<file path="config.mk">
export PLATFORM = sky130hd
export DESIGN_NAME = uart_tx
export DESIGN_NICKNAME = d
export VERILOG_FILES = /design/src/rtl/uart_pkg.sv /design/src/rtl/uart_baud_gen.sv /design/src/rtl/uart_tx.sv
export SDC_FILE = /design/constraint.sdc
export NUM_CORES = 1
export LEC_CHECK = 0
export CORE_ASPECT_RATIO = 1.1
export CORE_MARGIN = 10
export CORE_UTILIZATION = 51
export DETAILED_ROUTE_END_ITERATION = 10
export GPL_ROUTABILITY_DRIVEN = 0
export PLACE_DENSITY = 0.83
export SKIP_CTS_REPAIR_TIMING = 1
export SLEW_MARGIN = 5
export SYNTH_ARGS = -nofsm -noshare
export SYNTH_HDL_FRONTEND = slang
export SYNTH_SLANG_ARGS = --single-unit
</file>
<file path="constraint.sdc">
create_clock -name clock -period 3.1 [get_ports clock]
set_input_delay 0.62 -clock clock [delete_from_list [all_inputs] [get_ports clock]]
set_output_delay 0.62 -clock clock [all_outputs]
set_load 0.02 [all_outputs]
</file>
<file path="src/rtl/uart_pkg.sv">
// Shared UART definitions: frame state encoding and parity mode constants.
package uart_pkg;

    typedef enum logic [2:0] {
        IDLE,
        START,
        DATA,
        PARITY,
        STOP
    } uart_state_e;

    localparam int unsigned PAR_NONE = 0;
    localparam int unsigned PAR_EVEN = 1;
    localparam int unsigned PAR_ODD  = 2;

endpackage : uart_pkg

</file>
<file path="src/rtl/uart_baud_gen.sv">
// Bit-period timer: one-cycle tick every DIVISOR clocks, restartable from zero.
module uart_baud_gen #(
    parameter int unsigned DIVISOR = 16
) (
    input  logic clock,
    input  logic preset_L,
    input  logic restart,
    output logic tick
);

    localparam int unsigned CW = (DIVISOR > 1) ? $clog2(DIVISOR) : 1;

    logic [CW-1:0] count;

    // Terminal count marks the last cycle of the current bit.
    assign tick = (count == CW'(DIVISOR - 1));

    // Count 0..DIVISOR-1, wrapping on tick; restart pins the count at zero.
    always_ff @(posedge clock or negedge preset_L) begin
        if (!preset_L) begin
            count <= '0;
        end else if (restart || tick) begin
            count <= '0;
        end else begin
            count <= count + CW'(1);
        end
    end

endmodule : uart_baud_gen

</file>
<file path="src/rtl/uart_tx.sv">
// UART transmitter: valid/ready word intake, LSB-first serial frame with
// optional parity and one or two stop bits.
module uart_tx
    import uart_pkg::*;
#(
    parameter int unsigned DIVISOR   = 16,
    parameter int unsigned DATA_BITS = 8,
    parameter int unsigned PARITY    = PAR_NONE,
    parameter int unsigned STOP_BITS = 1
) (
    input  logic                 clock,
    input  logic                 preset_L,
    input  logic [DATA_BITS-1:0] data,
    input  logic                 valid,
    output logic                 ready,
    output logic                 tx
);

    localparam int unsigned BCW = $clog2(DATA_BITS + 1);

    // Reject configurations the frame format cannot represent.
    if (DIVISOR < 2) begin : g_bad_divisor
        $error("uart_tx: DIVISOR must be >= 2");
    end
    if (DATA_BITS < 5 || DATA_BITS > 9) begin : g_bad_data_bits
        $error("uart_tx: DATA_BITS must be 5..9");
    end
    if (PARITY > PAR_ODD) begin : g_bad_parity
        $error("uart_tx: PARITY must be 0, 1 or 2");
    end
    if (STOP_BITS != 1 && STOP_BITS != 2) begin : g_bad_stop_bits
        $error("uart_tx: STOP_BITS must be 1 or 2");
    end

    // The local PARITY parameter hides the imported state name, so that
    // state is always referenced through the package scope below.
    uart_state_e          state, state_next;
    logic [DATA_BITS-1:0] shift_q, shift_next;
    logic [BCW-1:0]       bit_cnt, bit_cnt_next;
    logic                 par_bit, par_next;
    logic                 tx_next;
    logic                 tick;

    // Bit timer held at zero while idle so every frame starts a fresh bit.
    uart_baud_gen #(
        .DIVISOR (DIVISOR)
    ) u_baud (
        .clock    (clock),
        .preset_L (preset_L),
        .restart  (ready),
        .tick     (tick)
    );

    // Ready is a pure decode of the state register.
    assign ready = (state == IDLE);

    // State, shift register, counters and line driver.
    always_ff @(posedge clock or negedge preset_L) begin
        if (!preset_L) begin
            state   <= IDLE;
            shift_q <= '0;
            bit_cnt <= '0;
            par_bit <= 1'b0;
            tx      <= 1'b1;
        end else begin
            state   <= state_next;
            shift_q <= shift_next;
            bit_cnt <= bit_cnt_next;
            par_bit <= par_next;
            tx      <= tx_next;
        end
    end

    // Frame sequencing; tx_next is the line level for the coming cycle.
    always_comb begin
        state_next   = state;
        shift_next   = shift_q;
        bit_cnt_next = bit_cnt;
        par_next     = par_bit;
        tx_next      = tx;

        unique case (state)
            IDLE: begin
                tx_next = 1'b1;
                if (valid) begin
                    shift_next   = data;
                    par_next     = (PARITY == PAR_ODD) ? ~^data : ^data;
                    bit_cnt_next = '0;
                    tx_next      = 1'b0;
                    state_next   = START;
                end
            end
            START: begin
                if (tick) begin
                    tx_next      = shift_q[0];
                    bit_cnt_next = '0;
                    state_next   = DATA;
                end
            end
            DATA: begin
                if (tick) begin
                    shift_next = shift_q >> 1;
                    if (bit_cnt == BCW'(DATA_BITS - 1)) begin
                        bit_cnt_next = '0;
                        if (PARITY != PAR_NONE) begin
                            tx_next    = par_bit;
                            state_next = uart_pkg::PARITY;
                        end else begin
                            tx_next    = 1'b1;
                            state_next = STOP;
                        end
                    end else begin
                        bit_cnt_next = bit_cnt + BCW'(1);
                        tx_next      = shift_q[1];
                    end
                end
            end
            uart_pkg::PARITY: begin
                if (tick) begin
                    tx_next      = 1'b1;
                    bit_cnt_next = '0;
                    state_next   = STOP;
                end
            end
            STOP: begin
                tx_next = 1'b1;
                if (tick) begin
                    if (bit_cnt == BCW'(STOP_BITS - 1)) begin
                        bit_cnt_next = '0;
                        state_next   = IDLE;
                    end else begin
                        bit_cnt_next = bit_cnt + BCW'(1);
                    end
                end
            end
            default: begin
                tx_next    = 1'b1;
                state_next = IDLE;
            end
        endcase
    end

endmodule : uart_tx

</file>
==> results of run 1 <==
==> area by class of cell <==
type	count	area, um2	area share (%)
clock buffers	4	36.3	2.98
inverters	11	41.3	3.40
multi-input cells	71	474	39.0
flip-flops and latches	20	502	41.3
well taps	28	35.0	2.88
repair buffers	13	128	10.5
==> worst register-to-register path, cell delays in order (launching register included) <==
cell       delay (ps)
dfrtp_1           550
or4b_4            680
o31a_2            180
a2111oi_1         420
a211o_1           150
==> power by group through the flow <==
stage / Combinational (mW) / Sequential (mW) / Clock, mW
floorplan: 0.000208 / 0.266 / 0
global placement: 0.0182 / 0.266 / 0
detailed placement: 0.0183 / 0.266 / 0
CTS: 0.0185 / 0.261 / 0.154
global route: 0.0195 / 0.261 / 0.169
finish: 0.0180 / 0.261 / 0.153
==> cell usage in the layout, fill, tap and decap left out, drive strengths merged <==
master	instances
a211o	2
o211ai	2
buf	1
nor3b	4
a21oi	11
and3b	1
a31oi	1
xor2	2
clkdlybuf4s50	12
nand2b	1
or4b	1
nand3	7
dfstp	1
nand2	3
inv	11
or3b	1
nor2	4
mux2	1
ha	3
nand3b	2
a32oi	1
clkbuf	4
or3	1
dfrtp	19
a2111oi	2
and2	2
o31a	1
and3	1
o21ai	5
nor3	3
o22ai	8
xnor2	1
==> logic make-up after synthesis <==
kind of cell,count (synthesis),share of synthesized area (%)
AO/OA/AOI/OAI,33,19.8
AND/OR/NAND/NOR,31,18.3
flip-flops,20,47.9
buffers and inverters,16,6.92
XOR/XNOR,3,2.51
adder cells (fa/ha/maj),3,3.58
multiplexers,1,1.07
==> per-stage QoR <==
| stage | cells | hold slack [ps] | util [%] | area, um2 | total power [mW] |
|---|---|---|---|---|---|
| after CTS | 147 | 485 | 61.5 | 1220 | 0.433 |
| after global routing | 147 | 505 | 61.5 | 1220 | 0.450 |
| after floorplan | 107 | 324 | - | 1050 | 0.266 |
| final | 147 | 485 | 61.5 | 1220 | 0.432 |
| after detailed placement | 143 | 469 | 59.6 | 1180 | 0.284 |
| after global placement | 143 | 451 | 59.6 | 1180 | 0.284 |
==> routing by layer <==
metal	GRT usage, %	wire (um)	vias to the layer above
li1	-	-	412
met1	10.9	1010	394
met2	18.4	981	15
met3	2.31	61	4
met4	4.92	27	0
met5	0	0	-
==> state kept, by name, indices dropped and copies added, names as in the netlist <==
| signal | count |
|---|---|
| state | 3 |
| bit_cnt | 4 |
| shift_q | 8 |
| u_baud.count | 4 |
| tx | 1 |
==> worst max-delay path by stage <==
stage	depth (start not counted)	slack (ps)	endpoint	startpoint
2_1_floorplan	2	1170	ready	state[2]
3_3_place_gp	5	650	bit_cnt[0]	valid
3_5_place_dp	5	600	bit_cnt[2]	valid
4_1_cts	3	630	ready	state[2]
5_1_grt	3	500	ready	state[2]
6_report	3	620	ready	state[2]
==> summary.md, run 1 <==
| Metric | Value |
|---|---|
| Status | finished, final reports clean |
| Post-synth top flop | dfrtp_1 |
| Post-route DRC | 0 |
| Asr flop ratio synth | 100% |
| Hold Path End | u_baud.count[0] |
| Number of fillers in the final layout | 173 |
| Worst-Margin Slew | about 870 ps |
| Max clock buf depth | 2 |
| Reg2reg start | state[2] |
| Clk root buf | clkbuf_4 |
| Max-cap violations | 0 |
| Min-Delay Path Depth | 1 |
| Die Ht | 67.6 um |
| Gr usage total | 10.0% |
| Post-Route WL | 2.08 mm |
| Hold path start | u_baud.count[0] |
| Bufs and invs on worst path | 2 |
| Remaining antenna violation count | 0 |
| Crit Path Class | reg -> out |
| Switching power | 0.0884 mW |
| P&R area growth vs syn | 16.0% |
| CP startpoint kind | flip-flop |
| Number of global-route vias before repair | 856 |
| I/O pins | 13 |
| Largest area contributor in the netlist | dfrtp_1 |
| TNS Setup | 0 ps |
| Largest net degree at the start of global routing | 21 |
| FF-to-FF End | bit_cnt[2] |
| Syn nets | 121 |
| Yosys warns | 0 |
| Clock Latency Late Sink | 300 ps |
| Count leader, synth | dfrtp_1 |
| WL per Instance | 14.1 um |
| Critical path capture point type | output port |
| Mapped Avg Cell Area | about 10 um2 |
| Post-synthesis sequential area ratio | 47.9% |
| Initial DRC count | 19 |
| H-Tree Depth | 1 |
| Crit path max-delay family | buffers and inverters |
| Final Hold Fails | 0 |
| WP data required | 2480 ps |
| Main area contributors after synthesis | dfrtp_1 45%, a21oi_1 5.3%, o22ai_1 4.8% |
| Die ar. | 4270 um2 |
| PwrDens | between 300 and 400 nW/um2 |
| Clk pwr share | 35.5% |
| Final period util | 80.1% |
| Switching Fraction | between 20% and 30% |
| Width of the die | 63.2 um |
| Critical Path, Cell by Cell | nor3_1 > buf_4 > clkdlybuf4s50_1 |
| CTS sink count | 20 |
| PortBufs | 12 |
| Dpl ws | 604 ps |
| First-pass GRT wire length | 3.50 mm |
| Data arrival, critical path | approximately 1900 ps |
| Vias/cell | between 5 and 6 |
| Sequential Power Share | roughly three fifths |
| CTS tree | done |
| Fmax | 0.403 GHz |
| First-pass DRT Iterations | 4 |
| RSZ-0062 raised after global routing | false |
| Post-synth cell types | 36 |
| Initial core utilization | ~53% |
| Final setup viols | 0 |
| Max FO, Critical Path | 13 |
| Gate power share | around 4.2% |
| Cell-internal power | 0.344 mW |
| Total CTS buffers | 3 |
| EDFF count, synth | 0 |
| Number of diodes | 0 |
| Vias post-DR | 825 |
| Fin. max-slew vios | 0 |
| Slowest stage cell, crit path | clkdlybuf4s50_1 |
| #FFs+latches synth | 20 |
| Final Critical Period | 2480 ps |
| Initial antenna violation count | 0 |
| Clk_skew | 4.78 ps |
| Pleak | 0.553 nW |
| Peak VDD IR | around 0.00022 V |
| Crit path setup slack, layout | 617 ps |
| Slew headroom | 41.7% |
| Post-synth top area share | 45.3% |
| Reg clk slew, reported paths | roughly 120 ps |
| Slowest Stage Delay on Critical Path | 610 ps |
| Overflow after GRT | 0 |
| Synth Instances | 107 |
| Hpwl dp | 1.53 mm |
| Synthesized area | 1050 um2 |
| FF-to-FF path depth | 4 |
| Share of cells above drive strength 1 | 8.40% |
| Net count, final | around 130 |
| Core Area | 1980 um2 |
| Hold Path Class | reg -> reg |
| Synth top cells by count | 19 x dfrtp_1, 11 x a21oi_1, 11 x inv_1 |
| Flop-to-flop setup slack | 1070 ps |
| # rows | 17 |
Power figures use the tool's default switching activity.
==> run 2: changes to the inputs <==
--- a/config.mk
+++ b/config.mk
@@ -7,10 +7,10 @@
 export LEC_CHECK = 0
 export CORE_ASPECT_RATIO = 1.1
 export CORE_MARGIN = 10
-export CORE_UTILIZATION = 51
+export CORE_UTILIZATION = 48
 export DETAILED_ROUTE_END_ITERATION = 10
 export GPL_ROUTABILITY_DRIVEN = 0
-export PLACE_DENSITY = 0.83
+export PLACE_DENSITY = 0.82
 export SKIP_CTS_REPAIR_TIMING = 1
 export SLEW_MARGIN = 5
 export SYNTH_ARGS = -nofsm -noshare
==> constraint.sdc (replaced) <==
create_clock -name clock -period 2.05 [get_ports clock]
set_input_delay 0.41 -clock clock [delete_from_list [all_inputs] [get_ports clock]]
set_output_delay 0.41 -clock clock [all_outputs]
set_load 0.02 [all_outputs]
==> summary.md, run 2 (synthesized netlist as in run 1, its figures left out) <==
| Metric | Value |
|---|---|
| Reg2reg start | u_baud.count[0] |
| FF-to-FF End | bit_cnt[0] |
| Post-Route WL | 2.21 mm |
| Worst-Margin Slew | about 380 ps |
| Most flops, register | shift_q |
| Crit Path Class | reg -> reg |
| Initial DRC count | 36 |
| Largest net degree at the start of global routing | 15 |
| Clk_skew | 8.65 ps |
| Reg area | 502 um2 |
| RSZ-0062 raised after global routing | false |
| Final Critical Period | around 1900 ps |
| Vias post-DR | between 800 and 900 |
| FF-to-FF path depth | 5 |
| Final period util | roughly 91% |
| Number of diodes | 0 |
| CP startpoint kind | flip-flop |
| Die Ht | 69.0 um |
| CTS sink count | 20 |
| Commonest non-fill, non-tap cells in the layout | 19 x dfrtp_1, 11 x inv_1, 11 x a21oi_1, 11 x clkdlybuf4s50_1, 8 x o22ai_1 |
| Hold Path Class | in -> async |
| Final setup viols | 0 |
| Crit path setup slack, layout | 180 ps |
| Max-cap violations | 0 |
| Flop-to-flop setup slack | 180 ps |
| Gr usage total | 10.4% |
| Total CTS buffers | 3 |
| WP data required | 2230 ps |
| Critical path capture point type | flip-flop |
| Fin. max-slew vios | 0 |
| Vias/cell | slightly below 6 |
| Max FO, Critical Path | 6 |
| P&R area growth vs syn | 21.8% |
| Share of cells above drive strength 1 | 12.9% |
| Status | finished, final reports clean |
| Dpl ws | -117 ps |
| Number of flip-flops in the largest register | 8 |
| Remaining antenna violation count | 0 |
| H-Tree Depth | 1 |
| Post-route DRC | 0 |
| Fmax | 0.535 GHz |
| CTS tree | done |
| Slew headroom | 74.4% |
| # rows | 17 |
| Area of the multi-input gates | 479 um2 |
| Hpwl dp | about 1.7 mm |
| Overflow after GRT | 0 |
| PortBufs | 12 |
| Net count, final | 139 |
| Max clock buf depth | 2 |
| Reg clk slew, reported paths | 120 ps |
| Peak VDD IR | 0.000400 V |
| Final design utilization | 62.6% |
| Largest regs | shift_q: 8 flops, bit_cnt: 4 flops, u_baud.count: 4 flops |
| Core Area | 2040 um2 |
| Initial core utilization | 51.3% |
| Pleak | 0.603 nW |
| Initial antenna violation count | 0 |
| Width of the die | 64.6 um |
| Clock Latency Late Sink | 300 ps |
| First-pass GRT wire length | 3.79 mm |
| Commonest non-fill, non-tap cell in the layout | dfrtp_1 |
| Data arrival, critical path | 2050 ps |
| WL per Instance | 14.6 um |
| First-pass DRT Iterations | 4 |
| I/O pins | 13 |
| Final Hold Fails | 0 |
| PwrDens | ~580 nW/um2 |
| Die ar. | 4460 um2 |
| Overall Power | roughly 0.74 mW |
| Number of fillers in the final layout | 187 |
| Number of global-route vias before repair | around 880 |
| Clk root buf | clkbuf_4 |
[run 2: layout make-up]
cell class	instances	share of cell area (%)
Sequential cell	20	39.3
Clock inverter	1	2.35
Timing Repair Buffer	18	13.1
Inverter	11	3.23
Multi-Input combinational cell	71	37.5
Tap cell	28	2.74
Clock buffer	3	1.76
[run 2: worst max-delay path by stage]
stage | startpoint | endpoint
2_1_floorplan | state[2] | ready
5_1_grt | u_baud.count[0] | bit_cnt[3]
6_report | u_baud.count[0] | bit_cnt[0]
3_5_place_dp | valid | bit_cnt[2]
3_3_place_gp | valid | bit_cnt[0]
4_1_cts | state[0] | ready
[run 2: worst max-delay path, stage by stage (launching register included)]
cell and delay, ps:
dfrtp_1 400, ha_1 210, nand3_1 220, o31a_2 400, and2_4 190, mux2_1 320
[run 2: per-layer routing]
| metal | vias up | track usage [%] | share of wire, % |
|---|---|---|---|
| met3 | 8 | 2.90 | 3.6 |
| met5 | - | 0 | 0 |
| li1 | 423 | - | - |
| met1 | 429 | 11.6 | 45 |
| met4 | 0 | 5.66 | 2.5 |
| met2 | 22 | 17.2 | 49 |
[run 2: metrics by stage]
stage / std cells / TNS [ps] / cell area (um2) / hold slack, ps
final: 152 / 0 / 1280 / 347
after floorplan: 107 / 0 / 1050 / 114
after global routing: 152 / 0 / 1280 / 335
after global placement: 148 / -155 / 1220 / 451
after CTS: 152 / -141 / 1270 / 347
after detailed placement: 148 / -244 / 1220 / 468
[run 2: power by group]
part	internal, mW	total (mW)	switching (mW)
Sequential	0.394	0.394	0
Combinational	0.0192	0.0304	0.0112
Clock	0.198	0.317	0.119
==> run 3: changes to the inputs <==
--- a/config.mk
+++ b/config.mk
@@ -10,6 +10,7 @@
 export CORE_UTILIZATION = 48
 export DETAILED_ROUTE_END_ITERATION = 10
 export GPL_ROUTABILITY_DRIVEN = 0
+export GPL_TIMING_DRIVEN = 0
 export PLACE_DENSITY = 0.82
 export SKIP_CTS_REPAIR_TIMING = 1
 export SLEW_MARGIN = 5
==> constraint.sdc (replaced) <==
create_clock -name clock -period 2.05 [get_ports clock]
set_input_delay 0.615 -clock clock [delete_from_list [all_inputs] [get_ports clock]]
set_output_delay 0.615 -clock clock [all_outputs]
set_load 0.02 [all_outputs]
==> summary.md, run 3 (synthesized netlist as in run 1, its figures left out) <==
| Metric | Value |
|---|---|
| Largest regs | shift_q: 8 flops, bit_cnt: 4 flops, u_baud.count: 4 flops |
| H-Tree Depth | 1 |
| Worst-Margin Slew | 879 ps |
| Vias post-DR | ~860 |
| Final Critical Period | 1970 ps |
| WP data required | between 1000 and 1500 ps |
| Reg clk slew, reported paths | ~110 ps |
| Initial core utilization | 51.3% |
| Net count, final | between 100 and 150 |
| Initial DRC count | 33 |
| PortBufs | 12 |
| Hpwl dp | around 1.6 mm |
| Core Area | 2040 um2 |
| Number of diodes | 0 |
| Largest net degree at the start of global routing | 21 |
| Overall Power | 0.649 mW |
| CTS tree | done |
| Clk_skew | about 4.5 ps |
| Hold Path Class | reg -> reg |
| Max FO, Critical Path | 10 |
| Most flops, register | shift_q |
| Total CTS buffers | 3 |
| CTS sink count | 20 |
| Width of the die | 64.6 um |
| Crit Path Class | reg -> out |
| Die Ht | a little under 70 um |
| Overflow after GRT | 0 |
| Data arrival, critical path | 1350 ps |
| Slowest Stage Delay on Critical Path | around 450 ps |
| Final period util | 96.0% |
| Inst Count DP | roughly 150 |
| P&R area growth vs syn | 20.8% |
| Slowest stage cell, crit path | dfrtp_1 |
| Max clock buf depth | 2 |
| Remaining antenna violation count | 0 |
| WL per Instance | 14.7 um |
| First-pass GRT wire length | approximately 3.6 mm |
| Non-filler instance count after layout | 150 |
| Critical Path, Cell by Cell | buf_4 > nor3_4 > buf_6 |
| Max-cap violations | 0 |
| Slew headroom | 41.2% |
| First-pass DRT Iterations | 6 |
| I/O pins | 13 |
| Fin. max-slew vios | 0 |
| Critical path capture point type | output port |
| Number of flip-flops in the largest register | 8 |
| Die ar. | 4460 um2 |
| Gr usage total | under 10% |
| PwrDens | just over 500 nW/um2 |
| Vias/cell | roughly 5.7 |
| Initial antenna violation count | 0 |
| # rows | 17 |
| Commonest non-fill, non-tap cells in the layout | 19 x dfrtp_1, 11 x inv_1, 9 x a21oi_1, 9 x clkdlybuf4s50_1, 8 x o22ai_1 |
| Peak VDD IR | between 0.0004 and 0.0005 V |
| Post-Route WL | 2.20 mm |
| Final Hold Fails | 0 |
| Final setup viols | 0 |
| Share of cells above drive strength 1 | 13.9% |
| Pleak | 0.593 nW |
| Fmax | 0.508 GHz |
| Number of global-route vias before repair | ~780 |
| Post-route DRC | 0 |
| Commonest non-fill, non-tap cell in the layout | dfrtp_1 |
| Status | finished, final reports clean |
| Clk root buf | clkbuf_4 |
| Clock Latency Late Sink | 300 ps |
| CP startpoint kind | flip-flop |
[run 3: metrics by stage]
stage	TNS (ps)	worst slack (ps)	area [um2]	util, %	hold slack, ps
after floorplan	0	122	1050	-	319
after global routing	-2.61	-2.61	1270	62.0	500
after CTS	-1040	-800	1240	60.7	484
final	0	82.1	1270	62.0	482
after detailed placement	-3980	-453	1200	58.9	467
after global placement	-3770	-389	1200	58.9	455
[run 3: cell type report]
class,count,area [um2]
Timing Repair Buffer,12,126
Fill cell,162,776
Clock buffer,4,36.3
Buffer,4,27.5
Multi-Input combinational cell,71,498
Inverter,11,41.3
Tap cell,28,35.0
Sequential cell,20,502
[run 3: worst paths after layout]
path / depth (start not counted) / start / slack (ps) / end
max: 3 / state[2] / 80 / ready
min: 1 / u_baud.count[0] / 480 / u_baud.count[0]
max reg2reg: 6 / u_baud.count[0] / 160 / bit_cnt[0]
min reg2reg: 1 / u_baud.count[0] / 480 / u_baud.count[0]
max in group asynchronous: 1 / preset_L / 710 / shift_q[3]
min in group asynchronous: 1 / preset_L / 800 / state[2]
[run 3: report_power, final]
group | internal (mW) | leakage [nW] | switching [mW]
Combinational | 0.0166 | 0.310 | 0.0105
Sequential | 0.394 | 0.261 | 0
Clock | 0.108 | 0.0210 | 0.120
[run 3: worst max-delay path, delay by kind of cell (launching register included)]
| family | cells | cell delay, ps |
|---|---|---|
| flip-flops | 1 | 450 |
| buffers and inverters | 2 | 370 |
| AND/OR/NAND/NOR | 1 | 230 |
[run 3: layer usage]
metal / track usage [%] / part of all wire, % / wire length [um] / vias up
li1: - / - / - / 421
met1: 12.5 / 46 / 1000 / 407
met2: 14.1 / 48 / 1050 / 26
met3: 2.25 / 4.6 / 101 / 4
met4: 5.19 / 2.0 / 44 / 0
met5: 0 / 0 / 0 / -
